$ cat config.mk
export PLATFORM = sky130hd
export DESIGN_NAME = if_fetch_unit
export DESIGN_NICKNAME = d
export VERILOG_FILES = /design/src/rtl/if_fetch_unit.sv
export SDC_FILE = /design/constraint.sdc
export NUM_CORES = 1
export LEC_CHECK = 0
export ABC_AREA = 0
export CORE_ASPECT_RATIO = 1.2
export CORE_MARGIN = 2
export CORE_UTILIZATION = 49
export DETAILED_ROUTE_END_ITERATION = 16
export PLACE_DENSITY_LB_ADDON = 0.1
export SETUP_SLACK_MARGIN = 0.3
export SYNTH_ARGS = -nofsm -noshare
export SYNTH_HDL_FRONTEND = slang
export SYNTH_SLANG_ARGS = --single-unit
export TNS_END_PERCENT = 20
$ cat constraint.sdc
create_clock -name clk -period 7.6 [get_ports clk]
set_input_delay 1.9 -clock clk [delete_from_list [all_inputs] [get_ports clk]]
set_output_delay 1.9 -clock clk [all_outputs]
set_load 0.1 [all_outputs]
$ cat src/rtl/if_fetch_unit.sv
// Instruction-fetch stage: owns the PC, fetches over a req/gnt/rvalid handshake,
// buffers one instruction for IF/ID. Optional perf counters: IF_FETCH_PERF_CNT_EN.
module if_fetch_unit #(
    parameter logic [31:0] RESET_PC = 32'h00000000
) (
    input  logic        clk,
    input  logic        rst,
    input  logic        stall_i,
    input  logic        redirect_i,
    input  logic [31:0] redirect_pc_i,
    output logic        imem_req_o,
    output logic [31:0] imem_addr_o,
    input  logic        imem_gnt_i,
    input  logic        imem_rvalid_i,
    input  logic [31:0] imem_rdata_i,
    output logic [31:0] fetch_pc4_o,
    output logic [31:0] fetch_inst_o,
    output logic        fetch_valid_o,
`ifdef IF_FETCH_PERF_CNT_EN
    output logic [31:0] perf_fetch_cnt_o,
    output logic [31:0] perf_bubble_cnt_o,
`endif
    output logic [1:0]  hz_ctrl_o
);

    typedef enum logic [1:0] {
        ST_REQ     = 2'd0,
        ST_WAIT    = 2'd1,
        ST_DISCARD = 2'd2
    } state_t;

    localparam logic [1:0] HZ_LOAD  = 2'b00;
    localparam logic [1:0] HZ_FLUSH = 2'b01;
    localparam logic [1:0] HZ_STALL = 2'b10;

    state_t      state_r, state_s;
    logic [31:0] pc_r, pc_s;
    logic [31:0] inst_r, inst_s;
    logic [31:0] pc4_r, pc4_s;
    logic        valid_r, valid_s;

    logic [1:0]  hz_ctrl_s;
    logic        consume_s;
    logic        room_s;
    logic        req_s;
    logic [31:0] pc_plus4_s;
    logic [31:0] redirect_tgt_s;

    // Hazard code and request qualification for the current cycle
    always_comb begin
        hz_ctrl_s = HZ_FLUSH;
        if (redirect_i) begin
            hz_ctrl_s = HZ_FLUSH;
        end else if (stall_i) begin
            hz_ctrl_s = HZ_STALL;
        end else if (valid_r) begin
            hz_ctrl_s = HZ_LOAD;
        end else begin
            hz_ctrl_s = HZ_FLUSH;
        end
        consume_s      = (hz_ctrl_s == HZ_LOAD);
        room_s         = !valid_r || consume_s;
        req_s          = (state_r == ST_REQ) && room_s && !rst;
        pc_plus4_s     = pc_r + 32'd4;
        redirect_tgt_s = redirect_pc_i & ~32'd3;
    end

    // Next-state logic for PC, buffer and fetch FSM
    always_comb begin
        state_s = state_r;
        pc_s    = pc_r;
        inst_s  = inst_r;
        pc4_s   = pc4_r;
        valid_s = valid_r;

        if (consume_s) begin
            valid_s = 1'b0;
        end else begin
            valid_s = valid_r;
        end

        case (state_r)
            ST_REQ: begin
                if (req_s && imem_gnt_i) begin
                    pc_s = pc_plus4_s;
                    if (imem_rvalid_i) begin
                        inst_s  = imem_rdata_i;
                        pc4_s   = pc_plus4_s;
                        valid_s = 1'b1;
                        state_s = ST_REQ;
                    end else begin
                        state_s = ST_WAIT;
                    end
                end else begin
                    state_s = ST_REQ;
                end
            end
            ST_WAIT: begin
                // pc_r already points past this instruction
                if (imem_rvalid_i) begin
                    inst_s  = imem_rdata_i;
                    pc4_s   = pc_r;
                    valid_s = 1'b1;
                    state_s = ST_REQ;
                end else begin
                    state_s = ST_WAIT;
                end
            end
            ST_DISCARD: begin
                if (imem_rvalid_i) begin
                    state_s = ST_REQ;
                end else begin
                    state_s = ST_DISCARD;
                end
            end
            default: begin
                state_s = ST_REQ;
            end
        endcase

        // A redirect overrides everything computed above
        if (redirect_i) begin
            pc_s    = redirect_tgt_s;
            inst_s  = inst_r;
            pc4_s   = pc4_r;
            valid_s = 1'b0;
            case (state_r)
                ST_REQ: begin
                    if (req_s && imem_gnt_i && !imem_rvalid_i) begin
                        state_s = ST_DISCARD;
                    end else begin
                        state_s = ST_REQ;
                    end
                end
                ST_WAIT, ST_DISCARD: begin
                    if (imem_rvalid_i) begin
                        state_s = ST_REQ;
                    end else begin
                        state_s = ST_DISCARD;
                    end
                end
                default: begin
                    state_s = ST_REQ;
                end
            endcase
        end else begin
            pc_s = pc_s;
        end
    end

    // State registers with asynchronous reset
    always_ff @(posedge clk or posedge rst) begin
        if (rst) begin
            state_r <= ST_REQ;
            pc_r    <= RESET_PC;
            inst_r  <= 32'd0;
            pc4_r   <= 32'd0;
            valid_r <= 1'b0;
        end else begin
            state_r <= state_s;
            pc_r    <= pc_s;
            inst_r  <= inst_s;
            pc4_r   <= pc4_s;
            valid_r <= valid_s;
        end
    end

`ifdef IF_FETCH_PERF_CNT_EN
    logic [31:0] perf_fetch_r;
    logic [31:0] perf_bubble_r;

    // Saturating fetch and bubble counters
    always_ff @(posedge clk or posedge rst) begin
        if (rst) begin
            perf_fetch_r  <= 32'd0;
            perf_bubble_r <= 32'd0;
        end else begin
            if (consume_s && (perf_fetch_r != 32'hFFFFFFFF)) begin
                perf_fetch_r <= perf_fetch_r + 32'd1;
            end else begin
                perf_fetch_r <= perf_fetch_r;
            end
            if ((hz_ctrl_s == HZ_FLUSH) && !redirect_i && (perf_bubble_r != 32'hFFFFFFFF)) begin
                perf_bubble_r <= perf_bubble_r + 32'd1;
            end else begin
                perf_bubble_r <= perf_bubble_r;
            end
        end
    end

    assign perf_fetch_cnt_o  = perf_fetch_r;
    assign perf_bubble_cnt_o = perf_bubble_r;
`endif

    assign imem_req_o    = req_s;
    assign imem_addr_o   = {pc_r[31:2], 2'b00};
    assign hz_ctrl_o     = hz_ctrl_s;
    assign fetch_pc4_o   = pc4_r;
    assign fetch_inst_o  = inst_r;
    assign fetch_valid_o = valid_r;

endmodule

==> summary.txt <==
Detailed routing
  – Detailed-route vias per instance: 6.052
  – Iteration-0 DRC Markers: 310
  – Routed wire per std cell: 18.19 um
  – Number of remaining DRC errors: 0
  – 1st-pass router iterations: 5
  – Remaining antenna violation count after routing: 0
  – Total via count after detailed routing: 4612
  – Overall routed net length: 13860 um

Final layout
  – Area of the multi-input gates: 0.002336 mm^2
  – Final Util: 69.70%
  – Antenna Cells: 0
  – Combined flip-flop and latch cell area: 0.002377 mm^2
  – Layout Area Growth over Synthesis: 40.17%
  – Fraction of layout instances using a drive strength above 1: 10.85%
  – NumNets Final: 707
  – Filler Cells Inserted: 781

Place
  – RD Place Congestion: 0.8766
  – Detailed Place HPWL: 9678 um
  – Number of port buffers: 163

CTS
  – Cell at the root of the clock tree: clkbuf_16
  – Inserted Clock Buffers: 9
  – Number of buffers inserted by hold repair at cts: 0
  – Source-to-sink clock delay at the later pin of the worst-skew pair: 0.34 ns
  – Maximum level of the CTS H-tree: 3
  – Post-cts resize count: 0
  – CTS tree: yes
  – Number of clock sinks: 95
  – Post-CTS setup-driven buffer insertion count: 0
  – Maximum buffer depth of the clock tree: 2
  – Clock input transition at the sequential cells of the worst setup and hold paths: 0.06 ns

Global route
  – Initial antenna violation count: 0
  – Most heavily used metal layer in global routing: met2
  – Total Routing Usage GR: 25.86%
  – Global Route met3 Usage: 3.963%
  – Via count of the first global-routing pass: 4424
  – Met1 Usage GRT: 32.64%
  – Wire length of the first global-routing pass: 21960 um
  – GRT overflow: 0
  – Pin count of the biggest net entering global routing: 65
  – M2 GR Usage: 43.68%

Yosys
  – Proportion of synthesized flip-flops having asynchronous set or reset: 100.0%
  – Post-synthesis cell type count: 45
  – Count of state elements after synthesis: 95
  – Post-synthesis cell count: 493
  – Post-Synth Simple-Gate Area: 18.00%
  – Mux share of post-synthesis cell area: 7.948%
  – Sequential share of the synthesized area: 48.25%
  – Avg Synthesized Cell Area: 9.994 um^2
  – Synthesized-area fraction occupied by adder cells: 1.270%
  – Parity-gate share of the synthesized area counting xor and xnor cells: 3.555%
  – Number of flops mapped to enable cells by yosys: 0
  – Total standard cell area after synthesis: 0.004927 mm^2
  – Yosys warns: 0
  – Primary FF master, synth: dfrtp_1
  – Compound-Gate Fraction of Synth Area: 16.12%
  – Main combinational cell family by area after synthesis: simple AND/OR/NAND/NOR gates

Floorplanning
  – Die boundary height: 113.9 um
  – Chip Width: 95.54 um
  – Site row count: 40
  – Core area: 0.009910 mm^2
  – Initial Util: 49.72%
  – Count of boundary I/O pins: 170
  – Area of the die: 0.01088 mm^2

Power
  – Overall power of the completed layout: 2.530 mW
  – Power Density: 366.3 mW/mm^2
  – Pleak: 2.607 nW
  – Peak supply drop: 0.0001970 V

STA
  – Highest clock frequency the design can meet: 172.8 MHz
  – Fraction of the cycle the final worst path needs: 76.15%
  – Max Clock Skew: 0.005242 ns
  – Setup repair after global routing missed its margin: false
  – Post-Route Setup TNS: 0 ns
  – Clock period minus worst slack: 5.787 ns
  – Number of pins with negative max-slew slack in the final report: 0
  – Final hold violation count: 0
  – Setup Viol. Count Final: 0
  – Relative slew slack: 20.50%
  – Slew at the pin closest to its max-slew limit: 1.193 ns

Worst setup path
  – Classification of the worst setup path: in -> out
  – Required arrival time at the worst endpoint: 5.70 ns
  – Critical path's slowest cell: clkdlybuf4s50_1
  – Kind of launch point of the worst setup path: input pin
  – Chain of cells forming the critical path: clkdlybuf4s50_1 -> buf_4 -> clkinv_1 -> o21ai_0 -> buf_12
  – Capturing element type of the critical path: output pin
  – Largest stage delay on the critical path: 1.02 ns
  – Data arrival time at the worst-slack endpoint: 3.89 ns
  – Critical path peak fanout: 30

Job
  – Max-cap violations: 0

Status
  – Outcome: completed

Min path
  – Hold crit path type: reg -> reg
==> placed cells by master, fill, tap and decap left out, drive strengths merged, types with 9 or more instances in the layout <==
| cell | count |
|---|---|
| clkdlybuf4s50 | 160 |
| dfrtp | 95 |
| a21oi | 42 |
| mux2 | 33 |
| nand2 | 33 |
| a31oi | 24 |
| nand3 | 23 |
| or4 | 21 |
| o31ai | 20 |
| xnor2 | 19 |
| nor2 | 18 |
| o311ai | 17 |
| o21ai | 16 |
| nand4 | 15 |
| clkbuf | 12 |
| inv | 9 |
| buf | 9 |
==> through the flow <==
step	hold WS [ns]	setup WS, ns	std cells	cell area [um^2]
after CTS	0.5089	1.806	762	6907
after detailed placement	0.4945	1.816	747	6593
after floorplan	0.5870	0.7778	496	4938
after global placement	0.4873	1.880	747	6593
after global routing	0.5214	1.658	762	6907
final	0.5046	1.813	762	6907
==> synthesized netlist by cell type (3+ instances only) <==
master | instances | area, um^2
a21oi_1 | 42 | 210.2
nor3_1 | 7 | 35.03
and2_1 | 3 | 18.77
or4_1 | 21 | 157.7
nor4_1 | 6 | 37.54
buf_1 | 4 | 15.01
xnor2_1 | 19 | 166.4
nand2_1 | 33 | 123.9
buf_4 | 5 | 37.54
nand4_1 | 15 | 93.84
dfrtp_1 | 95 | 2377
buf_2 | 5 | 25.02
or2_2 | 7 | 43.79
mux2_2 | 33 | 371.6
o31ai_1 | 20 | 150.1
nand3_1 | 23 | 115.1
a31oi_1 | 24 | 150.1
inv_1 | 9 | 33.78
and4_1 | 7 | 61.31
ha_1 | 5 | 62.56
nor2b_1 | 3 | 18.77
nor2_1 | 18 | 67.56
clkbuf_1 | 29 | 108.9
o311ai_0 | 17 | 148.9
and3_1 | 4 | 25.02
o21ai_0 | 16 | 80.08
==> layer usage <==
layer	up-vias	wire length, um
li1	2127	-
met5	-	0
met4	0	342
met2	195	6901
met3	25	1012
met1	2265	5602
==> layout make-up <==
| cell class | instances | area share (%) |
|---|---|---|
| clock buffer | 12 | 3.569 |
| timing repair buffer | 169 | 24.35 |
| sequential | 95 | 34.42 |
| clock inverter | 3 | 0.9783 |
| multi-input combinational | 347 | 33.82 |
| tap | 126 | 2.283 |
| inverter | 10 | 0.5797 |
==> final timing paths <==
kind / start / end / slack (ns) / cells past startpoint
min in group asynchronous: rst / fetch_valid_o / 1.96 / 2
setup reg to reg: state_r[1] / fetch_pc4_o[2] / 4.25 / 8
hold / removal: fetch_inst_o[14] / fetch_inst_o[14] / 0.50 / 1
max in group asynchronous: rst / fetch_inst_o[29] / 4.49 / 3
setup / recovery: redirect_i / hz_ctrl_o[0] / 1.81 / 5
hold reg to reg: fetch_inst_o[14] / fetch_inst_o[14] / 0.50 / 1
==> report_power, final <==
group          internal [mW]  switching [mW]  total [mW]
clock                  0.296           0.184       0.480
combinational          0.312            1.03        1.35
sequential             0.620          0.0841       0.705
==> kinds of logic after synthesis <==
group | after synthesis
AO/OA/AOI/OAI | 126
XOR/XNOR | 20
adder cells (fa/ha/maj) | 5
buffers and inverters | 54
flip-flops | 95
multiplexers | 35
other | 1
AND/OR/NAND/NOR | 157
==> critical path: cells and delay by family <==
family	cells	cell delay [ns]
AOI/OAI and AO/OA	1	0.17
buffers and inverters	4	1.80
==> state kept, by name (all words and copies together), names as in the netlist <==
register / count
state_r: 2
fetch_inst_o: 32
pc_r: 30
fetch_pc4_o: 30
fetch_valid_o: 1
Power figures use the tool's default switching activity.
